File: config.mk
export PLATFORM = sky130hd
export DESIGN_NAME = bcd_scan_mux_flat
export DESIGN_NICKNAME = d
export VERILOG_FILES = /design/src/rtl/bcd_disp_pkg.sv /design/src/rtl/bcd_scan_mux_if.sv /design/src/rtl/bcd_scan_timer.sv /design/src/rtl/bcd_scan_mux.sv /design/src/flat_wrapper.sv
export SDC_FILE = /design/constraint.sdc
export NUM_CORES = 1
export LEC_CHECK = 0
export CAP_MARGIN = 25
export CORE_ASPECT_RATIO = 1.25
export CORE_MARGIN = 4
export CORE_UTILIZATION = 45
export DETAILED_ROUTE_END_ITERATION = 12
export GPL_TIMING_DRIVEN = 0
export HOLD_SLACK_MARGIN = 0.06
export PLACE_DENSITY = 0.78
export SYNTH_ARGS = -nofsm -noshare
export SYNTH_HDL_FRONTEND = slang
export SYNTH_HIERARCHICAL = 1
export SYNTH_SLANG_ARGS = --single-unit
File: constraint.sdc
create_clock -name clk -period 3.1 [get_ports clk]
set_input_delay 0.465 -clock clk [delete_from_list [all_inputs] [get_ports clk]]
set_output_delay 0.465 -clock clk [all_outputs]
set_load 0.02 [all_outputs]
File: src/rtl/bcd_disp_pkg.sv
// Shared types and helpers for the BCD display path: scan FSM states,
// mode encodings, one-hot digit enable and a minimum-1 clog2 width helper.
package bcd_disp_pkg;

    localparam int MAX_CHANNELS = 16;
    localparam int MAX_SELW     = 4;

    typedef enum logic [1:0] {
        MANUAL = 2'd0,
        SHOW   = 2'd1,
        BLANK  = 2'd2
    } scan_state_e;

    localparam logic MODE_MANUAL = 1'b0;
    localparam logic MODE_SCAN   = 1'b1;

    // Width of an index/counter covering n values, never less than one bit.
    function automatic int min1_clog2(input int n);
        return (n < 2) ? 1 : $clog2(n);
    endfunction

    function automatic logic [MAX_CHANNELS-1:0] onehot(input logic [MAX_SELW-1:0] idx);
        return MAX_CHANNELS'(1) << idx;
    endfunction

endpackage

File: src/rtl/bcd_scan_mux_if.sv
// Digit-mux bus: control and packed channel data toward the mux,
// registered digit, index, one-hot enable and advance pulse back.
interface bcd_scan_mux_if
    import bcd_disp_pkg::*;
#(
    parameter int WIDTH    = 4,
    parameter int CHANNELS = 4
);
    localparam int SELW = min1_clog2(CHANNELS);

    logic                      mode;
    logic [SELW-1:0]           sel;
    logic                      hold;
    logic [CHANNELS*WIDTH-1:0] data_in;
    logic [WIDTH-1:0]          y;
    logic [SELW-1:0]           ch;
    logic [CHANNELS-1:0]       en;
    logic                      tick;

    modport master (output mode, sel, hold, data_in, input  y, ch, en, tick);
    modport slave  (input  mode, sel, hold, data_in, output y, ch, en, tick);

endinterface

File: src/rtl/bcd_scan_timer.sv
// Dwell/blank counter for the scan FSM; done flags the last cycle of the
// current show or blank interval.
module bcd_scan_timer #(
    parameter int CNTW         = 16,
    parameter int PRESCALE     = 50000,
    parameter int BLANK_CYCLES = 8
) (
    input  logic clk,
    input  logic rst_n,
    input  logic clear,
    input  logic freeze,
    input  logic blanking,
    output logic done
);
    localparam logic [CNTW-1:0] SHOW_LAST  = CNTW'(PRESCALE - 1);
    localparam logic [CNTW-1:0] BLANK_LAST = CNTW'((BLANK_CYCLES > 0) ? BLANK_CYCLES - 1 : 0);

    logic [CNTW-1:0] cnt;

    always_comb begin
        done = (cnt == (blanking ? BLANK_LAST : SHOW_LAST));
    end

    always_ff @(posedge clk or negedge rst_n) begin
        if (!rst_n) begin
            cnt <= '0;
        end else if (clear) begin
            cnt <= '0;
        end else if (freeze) begin
            cnt <= cnt;
        end else if (done) begin
            cnt <= '0;
        end else begin
            cnt <= cnt + 1'b1;
        end
    end

endmodule

File: src/rtl/bcd_scan_mux.sv
// N-channel registered digit multiplexer with manual select and
// round-robin auto-scan including an anti-ghosting blank gap.
module bcd_scan_mux
    import bcd_disp_pkg::*;
#(
    parameter int WIDTH        = 4,
    parameter int CHANNELS     = 4,
    parameter int PRESCALE     = 50000,
    parameter int BLANK_CYCLES = 8
) (
    input  logic          clk,
    input  logic          rst_n,
    bcd_scan_mux_if.slave bus
);
    localparam int SELW    = min1_clog2(CHANNELS);
    localparam int CNT_MAX = (PRESCALE > BLANK_CYCLES) ? PRESCALE : BLANK_CYCLES;
    localparam int CNTW    = min1_clog2(CNT_MAX);

    localparam logic [1:0] S_MANUAL = 2'(MANUAL);
    localparam logic [1:0] S_SHOW   = 2'(SHOW);
    localparam logic [1:0] S_BLANK  = 2'(BLANK);

    localparam logic [SELW-1:0] LAST_CH  = SELW'(CHANNELS - 1);
    localparam logic [SELW:0]   CH_LIMIT = (SELW + 1)'(CHANNELS);

    logic [1:0]      state;
    logic [SELW-1:0] ptr;
    logic [SELW-1:0] next_ptr;
    logic            sel_ok;
    logic            to_manual;
    logic            advance;
    logic            done;

    // NOTE: every variable gets a value on every path here, so no latch can form.
    always_comb begin
        sel_ok    = ({1'b0, bus.sel} < CH_LIMIT);
        to_manual = (bus.mode == MODE_MANUAL);
        advance   = (state == S_SHOW) && !to_manual && !bus.hold && done;
        next_ptr  = (ptr == LAST_CH) ? '0 : ptr + 1'b1;
    end

    // Leaving scan clears the counter so a return to scan starts a full dwell.
    bcd_scan_timer #(
        .CNTW         (CNTW),
        .PRESCALE     (PRESCALE),
        .BLANK_CYCLES (BLANK_CYCLES)
    ) u_timer (
        .clk      (clk),
        .rst_n    (rst_n),
        .clear    ((state == S_MANUAL) || to_manual),
        .freeze   ((state == S_SHOW) && bus.hold),
        .blanking (state == S_BLANK),
        .done     (done)
    );

    // NOTE: state uses non-blocking assignments and an async reset so outputs
    // clear immediately on rst_n without waiting for a clock edge.
    always_ff @(posedge clk or negedge rst_n) begin
        if (!rst_n) begin
            state    <= S_MANUAL;
            ptr      <= '0;
            bus.y    <= '0;
            bus.ch   <= '0;
            bus.en   <= '0;
            bus.tick <= 1'b0;
        end else begin
            bus.y    <= bus.data_in[ptr*WIDTH +: WIDTH];
            bus.ch   <= ptr;
            bus.en   <= (state == S_BLANK) ? '0 : CHANNELS'(onehot(MAX_SELW'(ptr)));
            bus.tick <= advance;

            case (state)
                S_MANUAL: begin
                    if (!to_manual) begin
                        state <= S_SHOW;
                    end else if (sel_ok) begin
                        ptr <= bus.sel;
                    end
                end
                S_SHOW: begin
                    if (to_manual) begin
                        state <= S_MANUAL;
                        if (sel_ok) ptr <= bus.sel;
                    end else if (advance) begin
                        ptr   <= next_ptr;
                        state <= (BLANK_CYCLES > 0) ? S_BLANK : S_SHOW;
                    end
                end
                S_BLANK: begin
                    if (to_manual) begin
                        state <= S_MANUAL;
                        if (sel_ok) ptr <= bus.sel;
                    end else if (done) begin
                        state <= S_SHOW;
                    end
                end
                default: state <= S_MANUAL;
            endcase
        end
    end

endmodule

File: src/flat_wrapper.sv
// flat-port wrapper written by rule: the top's interface ports become plain ports
module bcd_scan_mux_flat import bcd_disp_pkg::*;
#(
    parameter int WIDTH        = 4,
    parameter int CHANNELS     = 4,
    parameter int PRESCALE     = 50000,
    parameter int BLANK_CYCLES = 8
)
  (clk, rst_n, bus_mode, bus_sel, bus_hold, bus_data_in, bus_y, bus_ch, bus_en, bus_tick);
  bcd_scan_mux_if #(.WIDTH(WIDTH), .CHANNELS(CHANNELS)) bus_i ();
  input  logic clk;
  input  logic rst_n;
  input wire logic [$bits(bus_i.mode)-1:0] bus_mode;
  input wire logic [$bits(bus_i.sel)-1:0] bus_sel;
  input wire logic [$bits(bus_i.hold)-1:0] bus_hold;
  input wire logic [$bits(bus_i.data_in)-1:0] bus_data_in;
  output wire logic [$bits(bus_i.y)-1:0] bus_y;
  output wire logic [$bits(bus_i.ch)-1:0] bus_ch;
  output wire logic [$bits(bus_i.en)-1:0] bus_en;
  output wire logic [$bits(bus_i.tick)-1:0] bus_tick;
  assign bus_i.mode = bus_mode;
  assign bus_i.sel = bus_sel;
  assign bus_i.hold = bus_hold;
  assign bus_i.data_in = bus_data_in;
  assign bus_y = bus_i.y;
  assign bus_ch = bus_i.ch;
  assign bus_en = bus_i.en;
  assign bus_tick = bus_i.tick;
  bcd_scan_mux #(.WIDTH(WIDTH), .CHANNELS(CHANNELS), .PRESCALE(PRESCALE), .BLANK_CYCLES(BLANK_CYCLES)) u_core (.clk(clk), .rst_n(rst_n), .bus(bus_i));
endmodule
==> load_flow_metrics.sql <==
INSERT INTO impl_metrics (metric_group, metric, value, unit) VALUES
('outcome', 'status', 'finished clean', ''),
('grt', 'antenna_violations_before_repair', '0', ''),
('drt', 'ant_nets', '0', ''),
('grt', 'grt_util_all_layers', '17.5', '%'),
('cts', 'path_clk_slew', '0.06', 'ns'),
('floorplan', 'start_util', '46.5', '%'),
('setup_path', 'path_class', 'reg -> reg', ''),
('timing', 'fin_setup_tns', '0', 'ns'),
('timing', 'rsz_0062_raised_after_global_routing', 'no', ''),
('logic_synthesis', 'synth_seq_area_share', '47.9', '%'),
('place', 'dpl.hpwl', '2.80', 'mm'),
('flow_run', 'max-cap-violations', '0', ''),
('floorplan', 'die-area', '0.00463', 'mm²'),
('place', 'dp_slack', '0.584', 'ns'),
('power', 'power.ir.vdd_worst', '377', 'µV'),
('floorplan', 'rows', '24', ''),
('setup_path', 'worst_endpoint_required_time', '3.30', 'ns'),
('timing', 'worst-slew-pin-transition', '0.782', 'ns'),
('timing', 'max-slew-margin-rel', '47.7', '%'),
('logic_synthesis', 'synth_net_count', '186', ''),
('layout', 'final_cell_area', '0.00210', 'mm²'),
('layout', 'seqCellArea', '776', 'µm²'),
('drt', 'wirelength', '3.68', 'mm'),
('drt', 'route.detailed.wl_per_inst', '15.5', 'µm'),
('setup_path', 'worstSetupEndpointType', 'register', ''),
('setup_path', 'crit_arrival', '2.75', 'ns'),
('layout', 'finalNetCount', '226', ''),
('timing', 'finalHoldViolCount', '0', ''),
('logic_synthesis', 'postSynthAreaPerCell', '10.2', 'µm²'),
('timing', 'period_minus_slack', '2.55', 'ns'),
('place', 'buffer_ports.inserted', '32', ''),
('grt', 'grt_pass1_vias', '1368', ''),
('logic_synthesis', 'post_synth_inst_count', '159', ''),
('cts', 'worst_skew_late_latency', '0.28', 'ns'),
('layout', 'insertedDiodeCount', '0', ''),
('timing', 'timing_max_transition_violations_final', '0', ''),
('cts', 'clockRootBuffer', 'sky130_fd_sc_hd__clkbuf_8', ''),
('floorplan', 'io_pins', '33', ''),
('layout', 'syn2layout_area_growth', '29.9', '%'),
('setup_path', 'critical_path_max_stage_delay', '0.45', 'ns'),
('setup_path', 'critPathMaxFanout', '10', ''),
('cts', 'clk_path_buf_depth', '2', ''),
('cts', 'post-cts-setup-buffers', '0', ''),
('cts', 'clock_sink_count', '31', ''),
('logic_synthesis', 'synth-warning-count', '6', ''),
('layout', 'share_of_post_route_cells_with_drive_strength_above_1', '8.54', '%'),
('setup_path', 'timing.critical_path.from_type', 'register', ''),
('layout', 'filler_cell_count', '282', ''),
('cts', 'cts_made_buffers', '5', ''),
('hold_path', 'min_path_type', 'reg -> reg', ''),
('timing', 'final_min_period_over_clock_period', '82.2', '%'),
('grt', 'grt_pass1_wl', '5.90', 'mm'),
('logic_synthesis', 'ys_types', '33', ''),
('floorplan', 'core', '0.00348', 'mm²'),
('setup_path', 'crit_path_frequent_cell', 'sky130_fd_sc_hd__inv_1', ''),
('timing', 'achievable-frequency', '392', 'MHz'),
('place', 'gp_congestion', '0.841', ''),
('timing', 'fin_ws', '0.551', 'ns'),
('drt', 'detail_route.vias_per_cell', '5.69', ''),
('setup_path', 'critical_path.cell_chain', 'nand2b_1 > inv_1 > or4b_1 > nor4_1 > o2111ai_1 > buf_6 > inv_1 > nand3b_1 > a22oi_2 > mux2i_1', ''),
('drt', 'drt-pass1-iter-count', '4', ''),
('floorplan', 'fp.dieH', '75.1', 'µm'),
('logic_synthesis', 'post_synth_instance_area', '0.00162', 'mm²'),
('timing', 'worst_hold_slack', '0.475', 'ns'),
('cts', 'htreeDepth', '2', ''),
('power', 'power-per-cell-area', '464', 'mW/mm²'),
('cts', 'clock_tree_from_tritoncts', 'built', ''),
('grt', 'maximum_number_of_pins_on_one_net_before_global_route_repair', '18', ''),
('drt', 'drt_first_iter_violations', '61', ''),
('layout', 'multiInputGateArea', '777', 'µm²'),
('logic_synthesis', 'yosys_register_bits', '31', ''),
('drt', 'drc_errors_left', '0', ''),
('cts', 'cts.hold.buffers_added', '0', ''),
('timing', 'setup_viol_count_final', '0', ''),
('timing', 'worst_clock_skew', '0.00520', 'ns'),
('place', 'post_dp_cell_area', '0.00202', 'mm²'),
('cts', 'post_cts_resized', '0', ''),
('setup_path', 'timing.critical_path.slowest_stage_cell', 'sky130_fd_sc_hd__dfrtp_1', ''),
('grt', 'total_grt_overflow', '0', ''),
('floorplan', 'chipWidth', '61.7', 'µm'),
('drt', 'route.vias.total', '1354', ''),
('power', 'power.leakage', '0.894', 'nW');
-- cell usage in the layout (no fill, tap or decap), drive strengths merged, types with 3 or more instances in the layout --
cell type,Yosys,routed
a21oi,5,5
nand3,8,8
clkbuf,4,10
and2,5,5
buf,3,4
dfrtp,31,31
nor2,15,15
nor2b,4,4
xnor2,5,5
nand2,18,18
mux2i,5,5
ha,5,5
nand4,4,4
a31oi,4,4
nor3,8,8
nand3b,3,3
and3,5,5
clkdlybuf4s50,0,32
inv,5,5
mux4,4,4
-- synth_stat cells --
| library cell | n | area (µm²) |
|---|---|---|
| sky130_fd_sc_hd__or2_2 | 1 | 6.26 |
| sky130_fd_sc_hd__buf_6 | 3 | 33.8 |
| sky130_fd_sc_hd__inv_1 | 5 | 18.8 |
| sky130_fd_sc_hd__nand4_1 | 4 | 25.0 |
| sky130_fd_sc_hd__o2111ai_1 | 1 | 8.76 |
| sky130_fd_sc_hd__nor3b_1 | 1 | 7.51 |
| sky130_fd_sc_hd__nand4bb_1 | 1 | 11.3 |
| sky130_fd_sc_hd__and3_1 | 5 | 31.3 |
| sky130_fd_sc_hd__ha_1 | 5 | 62.6 |
| sky130_fd_sc_hd__mux4_2 | 4 | 90.1 |
| sky130_fd_sc_hd__and4b_1 | 1 | 10.0 |
| sky130_fd_sc_hd__nor3_1 | 8 | 40.0 |
| sky130_fd_sc_hd__nor4_1 | 2 | 12.5 |
| sky130_fd_sc_hd__a22oi_2 | 1 | 12.5 |
| sky130_fd_sc_hd__xor2_1 | 2 | 17.5 |
| sky130_fd_sc_hd__nand3b_1 | 3 | 22.5 |
| sky130_fd_sc_hd__or4b_1 | 1 | 10.0 |
| sky130_fd_sc_hd__nand2_1 | 18 | 67.6 |
| sky130_fd_sc_hd__nor2_1 | 15 | 56.3 |
| sky130_fd_sc_hd__dfrtp_1 | 31 | 776 |
| sky130_fd_sc_hd__nand3_1 | 8 | 40.0 |
| sky130_fd_sc_hd__o21a_1 | 1 | 7.51 |
| sky130_fd_sc_hd__or4_1 | 1 | 7.51 |
| sky130_fd_sc_hd__a21oi_1 | 5 | 25.0 |
| sky130_fd_sc_hd__clkbuf_1 | 4 | 15.0 |
| sky130_fd_sc_hd__and2_1 | 5 | 31.3 |
| sky130_fd_sc_hd__mux2i_1 | 5 | 50.1 |
| sky130_fd_sc_hd__o21ai_0 | 1 | 5.00 |
| sky130_fd_sc_hd__a31oi_1 | 4 | 25.0 |
| sky130_fd_sc_hd__nand2b_1 | 2 | 12.5 |
| sky130_fd_sc_hd__or3_1 | 2 | 12.5 |
| sky130_fd_sc_hd__xnor2_1 | 5 | 43.8 |
| sky130_fd_sc_hd__nor2b_1 | 4 | 25.0 |
-- state kept, by name (all words and copies together), names as in the netlist --
name / count
u_core/u_timer/cnt: 16
u_core/ptr: 2
u_core/state: 2
u_core/bus.tick: 1
u_core/bus.y: 4
u_core/bus.en: 4
u_core/bus.ch: 2
-- where the power goes --
part / switching [W] / internal (W) / total (W)
sequential: 0.0000207 / 0.000437 / 0.000458
clock: 0.000139 / 0.000174 / 0.000313
combinational: 0.0000929 / 0.000113 / 0.000205
total: 0.000253 / 0.000724 / 0.000977
-- stage by stage --
stage	total power, W	instances	utilization, %
floorplan	0.000560	159	-
global placement	0.000663	230	57.1
detailed placement	0.000673	231	57.9
CTS	0.000991	238	60.4
global route	0.00103	238	60.4
finish	0.000977	238	60.4
-- final timing paths --
| kind | startpoint | endpoint | slack, ns | depth (start not counted) |
|---|---|---|---|---|
| worst max-delay path | u_core/state[0] | u_core/ptr[1] | 0.55 | 10 |
| worst min-delay path | u_core/ptr[0] | u_core/bus.ch[0] | 0.48 | 0 |
| worst max register to register | u_core/state[0] | u_core/ptr[1] | 0.55 | 10 |
| worst min register to register | u_core/ptr[0] | u_core/bus.ch[0] | 0.48 | 0 |
| max in group asynchronous | rst_n | u_core/u_timer/cnt[11] | 1.91 | 2 |
| min in group asynchronous | rst_n | u_core/u_timer/cnt[8] | 0.64 | 1 |
-- critical path: cells and delay by family, from the launching register on --
family	cells	cell delay [ns]
muxes	1	0.22
DFF	1	0.45
buffers and inverters	3	0.43
AOI/OAI and AO/OA	2	0.39
and+or+nand+nor	4	0.98
-- final cells by class --
cell class | count | area share, %
plain buffers | 7 | 2.32
flip-flops and latches | 31 | 36.9
clock buffers | 6 | 3.92
inverters | 5 | 0.892
multi-input cells | 116 | 36.9
clock inverters | 1 | 0.238
well taps | 39 | 2.32
repair buffers | 33 | 16.5
-- metal layers --
layer	GRT usage, %	routed length, µm	vias to the layer above
met5	0	0	-
met4	5.90	0	0
met3	6.17	276	0
met2	30.7	2050	60
met1	19.2	1350	657
li1	-	-	637
-- kinds of logic (layout without fill, tap and decap cells) --
family	Yosys count	count (layout)	synth area share, %
buf+inv	12	52	4.17
mux	9	9	8.65
flops	31	31	47.9
xor+xnor	7	7	3.78
compound gates	13	13	5.17
fa+ha+maj	5	5	3.86
simple gates	82	82	26.5
(Power assumes the default switching activity.)
